<file path="src/rtl/seg7_scan_reader_if.sv">
// Frame output bus of seg7_scan_reader: decoded digits, error flags and the valid/ready pair.
// With SEG7_SCAN_DP_EN defined, the bus also carries the per-digit decimal-point flags.
interface seg7_scan_reader_if #(
  parameter int NUM_DIGITS = 4
);
  logic [4*NUM_DIGITS-1:0] bcd_out;
  logic [NUM_DIGITS-1:0]   digit_err;
  logic                    frame_valid;
  logic                    frame_ready;
`ifdef SEG7_SCAN_DP_EN
  logic [NUM_DIGITS-1:0]   dp_out;
`endif

  // Handshake: the producer raises frame_valid with bcd_out/digit_err stable and
  // holds them unchanged until a cycle where frame_ready=1; that cycle is the transfer.
  modport master (
`ifdef SEG7_SCAN_DP_EN
    output dp_out,
`endif
    output bcd_out,
    output digit_err,
    output frame_valid,
    input  frame_ready
  );

  modport slave (
`ifdef SEG7_SCAN_DP_EN
    input  dp_out,
`endif
    input  bcd_out,
    input  digit_err,
    input  frame_valid,
    output frame_ready
  );
endinterface

</file>
<file path="src/rtl/seg7_scan_reader.sv">
// Reconstructs BCD digits from a multiplexed active-low 7-segment bus, one frame per scan.
// Optional decimal-point capture is enabled by defining SEG7_SCAN_DP_EN.
module seg7_scan_reader #(
  parameter int NUM_DIGITS    = 4,
  parameter int STABLE_CYCLES = 4
) (
  input  logic                  clk,
  input  logic                  rst,
  input  logic [6:0]            seg_n,
  input  logic [NUM_DIGITS-1:0] an_n,
`ifdef SEG7_SCAN_DP_EN
  input  logic                  dp_n,
`endif
  output logic                  overrun,
  seg7_scan_reader_if.master    frame
);

  localparam logic [7:0] CNT_MAX = 8'(STABLE_CYCLES - 1);

  // Returns {err, nibble}; blank reads as F, anything unrecognised as E with err set.
  function automatic logic [4:0] decode(input logic [6:0] s);
    logic [4:0] r;
    case (s)
      7'b0000001: r = 5'h00;
      7'b1001111: r = 5'h01;
      7'b0010010: r = 5'h02;
      7'b0000110: r = 5'h03;
      7'b1001100: r = 5'h04;
      7'b0100100: r = 5'h05;
      7'b0100000: r = 5'h06;
      7'b0001111: r = 5'h07;
      7'b0000000: r = 5'h08;
      7'b0000100: r = 5'h09;
      7'b1111111: r = 5'h0F;
      default:    r = 5'h1E;
    endcase
    return r;
  endfunction

  logic [6:0]              seg_s1, seg_s2, seg_p;
  logic [NUM_DIGITS-1:0]   an_s1, an_s2, an_p;
`ifdef SEG7_SCAN_DP_EN
  logic                    dp_s1, dp_s2, dp_p;
  logic [NUM_DIGITS-1:0]   shadow_dp;
`endif

  logic [NUM_DIGITS-1:0]   an_act;
  logic                    an_onehot;
  logic                    same;
  logic                    capture;
  logic [4:0]              dec;
  logic                    mask_full;
  logic                    load_ok;

  logic [7:0]              cnt;
  logic [NUM_DIGITS-1:0]   mask;
  logic [4*NUM_DIGITS-1:0] shadow_bcd;
  logic [NUM_DIGITS-1:0]   shadow_err;

  // Two-flop synchronizers plus a copy of the previous synchronized sample.
  always_ff @(posedge clk) begin
    if (rst) begin
      seg_s1 <= '1;
      seg_s2 <= '1;
      seg_p  <= '1;
      an_s1  <= '1;
      an_s2  <= '1;
      an_p   <= '1;
`ifdef SEG7_SCAN_DP_EN
      dp_s1  <= 1'b1;
      dp_s2  <= 1'b1;
      dp_p   <= 1'b1;
`endif
    end else begin
      seg_s1 <= seg_n;
      seg_s2 <= seg_s1;
      seg_p  <= seg_s2;
      an_s1  <= an_n;
      an_s2  <= an_s1;
      an_p   <= an_s2;
`ifdef SEG7_SCAN_DP_EN
      dp_s1  <= dp_n;
      dp_s2  <= dp_s1;
      dp_p   <= dp_s2;
`endif
    end
  end

  always_comb begin
    an_act    = ~an_s2;
    an_onehot = (an_act != '0) && ((an_act & (an_act - NUM_DIGITS'(1))) == '0);
    same      = (seg_s2 == seg_p) && (an_s2 == an_p);
`ifdef SEG7_SCAN_DP_EN
    same      = same && (dp_s2 == dp_p);
`endif
    // Fires only on the step into saturation, so a dwell yields at most one capture.
    capture   = an_onehot && same && (cnt == CNT_MAX - 8'd1);
    dec       = decode(seg_s2);
    mask_full = &mask;
    load_ok   = !frame.frame_valid || frame.frame_ready;
  end

  always_ff @(posedge clk) begin
    if (rst) begin
      cnt <= '0;
    end else if (!an_onehot || !same) begin
      cnt <= '0;
    end else if (cnt != CNT_MAX) begin
      cnt <= cnt + 8'd1;
    end
  end

  // Shadow registers collect the current frame; an already-captured digit is never overwritten.
  always_ff @(posedge clk) begin
    if (rst) begin
      mask       <= '0;
      shadow_bcd <= '0;
      shadow_err <= '0;
`ifdef SEG7_SCAN_DP_EN
      shadow_dp  <= '0;
`endif
    end else if (mask_full) begin
      mask <= '0;
    end else begin
      for (int i = 0; i < NUM_DIGITS; i++) begin
        if (capture && an_act[i] && !mask[i]) begin
          shadow_bcd[4*i +: 4] <= dec[3:0];
          shadow_err[i]        <= dec[4];
          mask[i]              <= 1'b1;
`ifdef SEG7_SCAN_DP_EN
          shadow_dp[i]         <= !dp_s2;
`endif
        end
      end
    end
  end

  always_ff @(posedge clk) begin
    if (rst) begin
      frame.bcd_out     <= '0;
      frame.digit_err   <= '0;
      frame.frame_valid <= 1'b0;
      overrun           <= 1'b0;
`ifdef SEG7_SCAN_DP_EN
      frame.dp_out      <= '0;
`endif
    end else if (mask_full) begin
      if (load_ok) begin
        frame.bcd_out     <= shadow_bcd;
        frame.digit_err   <= shadow_err;
        frame.frame_valid <= 1'b1;
`ifdef SEG7_SCAN_DP_EN
        frame.dp_out      <= shadow_dp;
`endif
      end else begin
        overrun <= 1'b1;
      end
    end else if (frame.frame_valid && frame.frame_ready) begin
      frame.frame_valid <= 1'b0;
    end
  end

endmodule

</file>
<file path="src/flat_wrapper.sv">
// flat-port wrapper written by rule: the top's interface ports become plain ports
module seg7_scan_reader_flat 
#(
  parameter int NUM_DIGITS    = 4,
  parameter int STABLE_CYCLES = 4
)
  (clk, rst, seg_n, an_n, overrun, frame_bcd_out, frame_digit_err, frame_frame_valid, frame_frame_ready);
  seg7_scan_reader_if #(.NUM_DIGITS(NUM_DIGITS)) frame_i ();
  input  logic clk;
  input  logic rst;
  input  logic [6:0] seg_n;
  input  logic [NUM_DIGITS-1:0] an_n;
  output logic overrun;
  output wire logic [$bits(frame_i.bcd_out)-1:0] frame_bcd_out;
  output wire logic [$bits(frame_i.digit_err)-1:0] frame_digit_err;
  output wire logic [$bits(frame_i.frame_valid)-1:0] frame_frame_valid;
  input wire logic [$bits(frame_i.frame_ready)-1:0] frame_frame_ready;
  assign frame_bcd_out = frame_i.bcd_out;
  assign frame_digit_err = frame_i.digit_err;
  assign frame_frame_valid = frame_i.frame_valid;
  assign frame_i.frame_ready = frame_frame_ready;
  seg7_scan_reader #(.NUM_DIGITS(NUM_DIGITS), .STABLE_CYCLES(STABLE_CYCLES)) u_core (.clk(clk), .rst(rst), .seg_n(seg_n), .an_n(an_n), .overrun(overrun), .frame(frame_i));
endmodule
</file>
<file path="config.mk">
export PLATFORM = sky130hd
export DESIGN_NAME = seg7_scan_reader_flat
export DESIGN_NICKNAME = d
export VERILOG_FILES = /design/src/rtl/seg7_scan_reader_if.sv /design/src/rtl/seg7_scan_reader.sv /design/src/flat_wrapper.sv
export SDC_FILE = /design/constraint.sdc
export NUM_CORES = 1
export LEC_CHECK = 0
export ABC_AREA = 1
export CAP_MARGIN = 30
export CORE_ASPECT_RATIO = 0.5
export CORE_MARGIN = 5
export CORE_UTILIZATION = 60
export DETAILED_ROUTE_END_ITERATION = 12
export DONT_BUFFER_PORTS = 1
export GPL_TIMING_DRIVEN = 0
export PLACE_DENSITY = 0.82
export SLEW_MARGIN = 0
export SYNTH_ARGS = -nofsm -noshare
export SYNTH_HDL_FRONTEND = slang
export SYNTH_SLANG_ARGS = --single-unit
</file>
<file path="constraint.sdc">
create_clock -name clk -period 3.9 [get_ports clk]
set_clock_uncertainty 0.05 [all_clocks]
set_input_delay 0.195 -clock clk [delete_from_list [all_inputs] [get_ports clk]]
set_output_delay 0.195 -clock clk [all_outputs]
set_load 0.01 [all_outputs]
</file>
==> summary.md <==
| Metric | Value |
|---|---|
| Run status | complete, no violations |
| FFs w/ async S/R, synth | 0 |
| Least-Margin Pin Slew | 0.4608 ns |
| DIE HEIGHT | 64.51 um |
| Port bufs | 0 |
| Minimum clock period | 1.785 ns |
| Initial Util | 0.6354 |
| Layout area overhead | 14.08% |
| Max-slew violation count | 0 |
| DRT Pass-1 Iters | 5 |
| Die Footprint | 0.007676 mm^2 |
| Die Wd | 119.0 um |
| Max cap viols | 0 |
| Post-Syn Area | 0.003565 mm^2 |
| Initial antenna violation count | 0 |
| First-pass GRT wire length | 12610 um |
| Setup Slack @ Placement | 2.160 ns |
| Design Power | 0.001785 W |
| Residual DRC | 0 |
| Mean area per synthesized cell | 7.457 um^2 |
| Count leader, synth | nand2_1 |
| TNS Setup | 0 ns |
| Worst EP required | 4.08 ns |
| Number of nets still failing antenna checks after routing | 0 |
| Peak Freq | 560.1 MHz |
| RSZ-0062 raised after global routing | no |
| Clk Latency, worst-skew pair | 0.34 ns |
| Proportion of netlist area held by the largest area contributor | 0.4886 |
| Post-synth top cells | 116 x nand2_1, 87 x dfxtp_1, 87 x nor2_1, 45 x inv_1, 30 x a21oi_1 |
| Top post-synthesis cells by area | dfxtp_1 49%, nand2_1 12%, nor2_1 9.2% |
| Layout Utilization | 0.7248 |
| Power Dens Cells | 438.9 mW/mm^2 |
| Critical path class | reg -> reg |
| Synthesized flop and latch total | 87 |
| Overall Global Routing Usage | 0.2068 |
| Ys Warns | 0 |
| Global route total overflow | 0 |
| H-tree depth | 3 |
| Nets | 520 |
| Clock Sinks | 87 |
| Fillcell total | 445 |
| Worst VDD drop | 0.3126 mV |
| DR iter-0 viols | 178 |
| Class of the worst hold path | in -> reg |
| Max FO, Critical Path | 10 |
| Hold WS | 0.02390 ns |
| Largest net degree at the start of global routing | 14 |
| Post-CTS Setup Bufs | 0 |
| Share of cells above drive strength 1 | 0.1120 |
| Wire length per cell | 12.53 um |
| Synth Instances | 478 |
| Routability cong. | 0.8484 |
| Final setup fails | 0 |
| Startpoint types | flip-flop |
| Setup crit end kind | flip-flop |
| Vias in the first global route | 2824 |
| Via/cell ratio | 5.038 |
| Synth area leader | dfxtp_1 |
| Slew HR | 0.6925 |
| Slack of the critical path | 2.115 ns |
| Ant diodes | 0 |
| Row cnt | 19 |
| Ports | 36 |
| Bufs on Longest Clock Path | 2 |
| Pleak | 1.927 nW |
| Post-DP HPWL | 4988 um |
| Clk pin slew, worst setup/hold paths | 0.06 ns |
| Post-synth EDFFs | 0 |
| CTS tree | done |
| Most used flip-flop cell after synthesis | dfxtp_1 |
| Routed vias | 2932 |
| Syn_nets | 494 |
| CP arrival | 1.96 ns |
| Cts bufs inserted | 9 |
| Synth cell types | 28 |
| WL final | 7295 um |
| Root buffer cell | clkbuf_16 |
| Final hold vios | 0 |
| Sequential share of the synthesized area | 0.4886 |
| Final period utilization | 0.4578 |
| Core Box Area | 0.005610 mm^2 |
## kinds of logic after synthesis
group | after synthesis | share of synthesized area
flops | 87 | 0.4886
simple gates | 261 | 0.3338
buf+inv | 70 | 0.08354
compound gates | 53 | 0.07476
fa+ha+maj | 2 | 0.007019
xor+xnor | 5 | 0.01229
## placed cells by master, fill, tap and decap left out, drive strengths merged, types with 2 or more instances in the layout
cell type / instances
nand2: 116
nor2: 89
dfxtp: 87
inv: 55
a21oi: 30
clkbuf: 24
or2: 23
o21ai: 22
dlygate4sd3: 15
nand3: 14
nand4: 11
nor3b: 4
xor2: 3
nor3: 3
buf: 3
xnor2: 2
ha: 2
clkinvlp: 2
clkinv: 2
## worst paths after layout
path	start	end	cells past startpoint	slack, ns
worst max-delay path	u_core.seg_s2[1]	u_core.shadow_bcd[6]	8	2.11
worst min-delay path	frame_frame_ready	u_core.frame.frame_valid	3	0.02
worst max register to register	u_core.seg_s2[1]	u_core.shadow_bcd[6]	8	2.11
worst min register to register	u_core.an_s1[0]	u_core.an_s2[0]	1	0.36
## sequential cells by signal, indices dropped and copies added, names as in the netlist
| name | cells |
|---|---|
| u_core.an_p | 4 |
| u_core.frame.frame_valid | 1 |
| u_core.overrun | 1 |
| u_core.frame.digit_err | 4 |
| u_core.seg_p | 7 |
| u_core.an_s1 | 4 |
| u_core.mask | 4 |
| u_core.shadow_err | 4 |
| u_core.shadow_bcd | 16 |
| u_core.cnt | 8 |
| u_core.seg_s1 | 7 |
| u_core.an_s2 | 4 |
| u_core.frame.bcd_out | 16 |
| u_core.seg_s2 | 7 |
## power by group
| group | switching (W) | internal, W | total [W] |
|---|---|---|---|
| combinational | 0.0000692 | 0.0000419 | 0.000111 |
| clock | 0.000330 | 0.000431 | 0.000761 |
| sequential | 0.00000999 | 0.000903 | 0.000913 |
## layout make-up
type | count | area (um^2) | area share
timing repair buffer | 15 | 150.1 | 0.03692
inverter | 56 | 210.2 | 0.05169
clock inverter | 3 | 20.02 | 0.004923
buffer | 14 | 87.58 | 0.02154
sequential | 87 | 1742 | 0.4283
clock buffer | 13 | 240.2 | 0.05908
multi-input combinational | 321 | 1525 | 0.3751
tap | 73 | 91.34 | 0.02246
## per-stage QoR
step | std cells | instance area, um^2
after floorplan | 478 | 3565
after global placement | 551 | 3656
after detailed placement | 551 | 3656
after CTS | 582 | 4066
after global routing | 582 | 4066
final | 582 | 4066
## repair_timing
| action | CTS | global route |
|---|---|---|
| hold endpoints to repair | 11 | 0 |
| gates resized for setup | 0 | 0 |
| hold buffers | 15 | 0 |
| endpoints found under the setup margin | 0 | 0 |
## routing by layer
layer | up-vias | part of all wire | GRT usage
li1 | 1531 | - | -
met1 | 1329 | 0.45 | 0.2439
met2 | 66 | 0.48 | 0.3535
met3 | 6 | 0.066 | 0.06342
met4 | 0 | 0.0070 | 0.09235
met5 | - | 0 | 0
## worst max-delay path: stages, from the launching register on
cell,delay (ns)
dfxtp_1,0.31
clkbuf_1,0.27
xnor2_1,0.17
nand2_1,0.15
nor2_8,0.22
nand4_2,0.15
buf_6,0.19
nor2_1,0.11
nor2_1,0.06
Power figures use the tool's default switching activity.
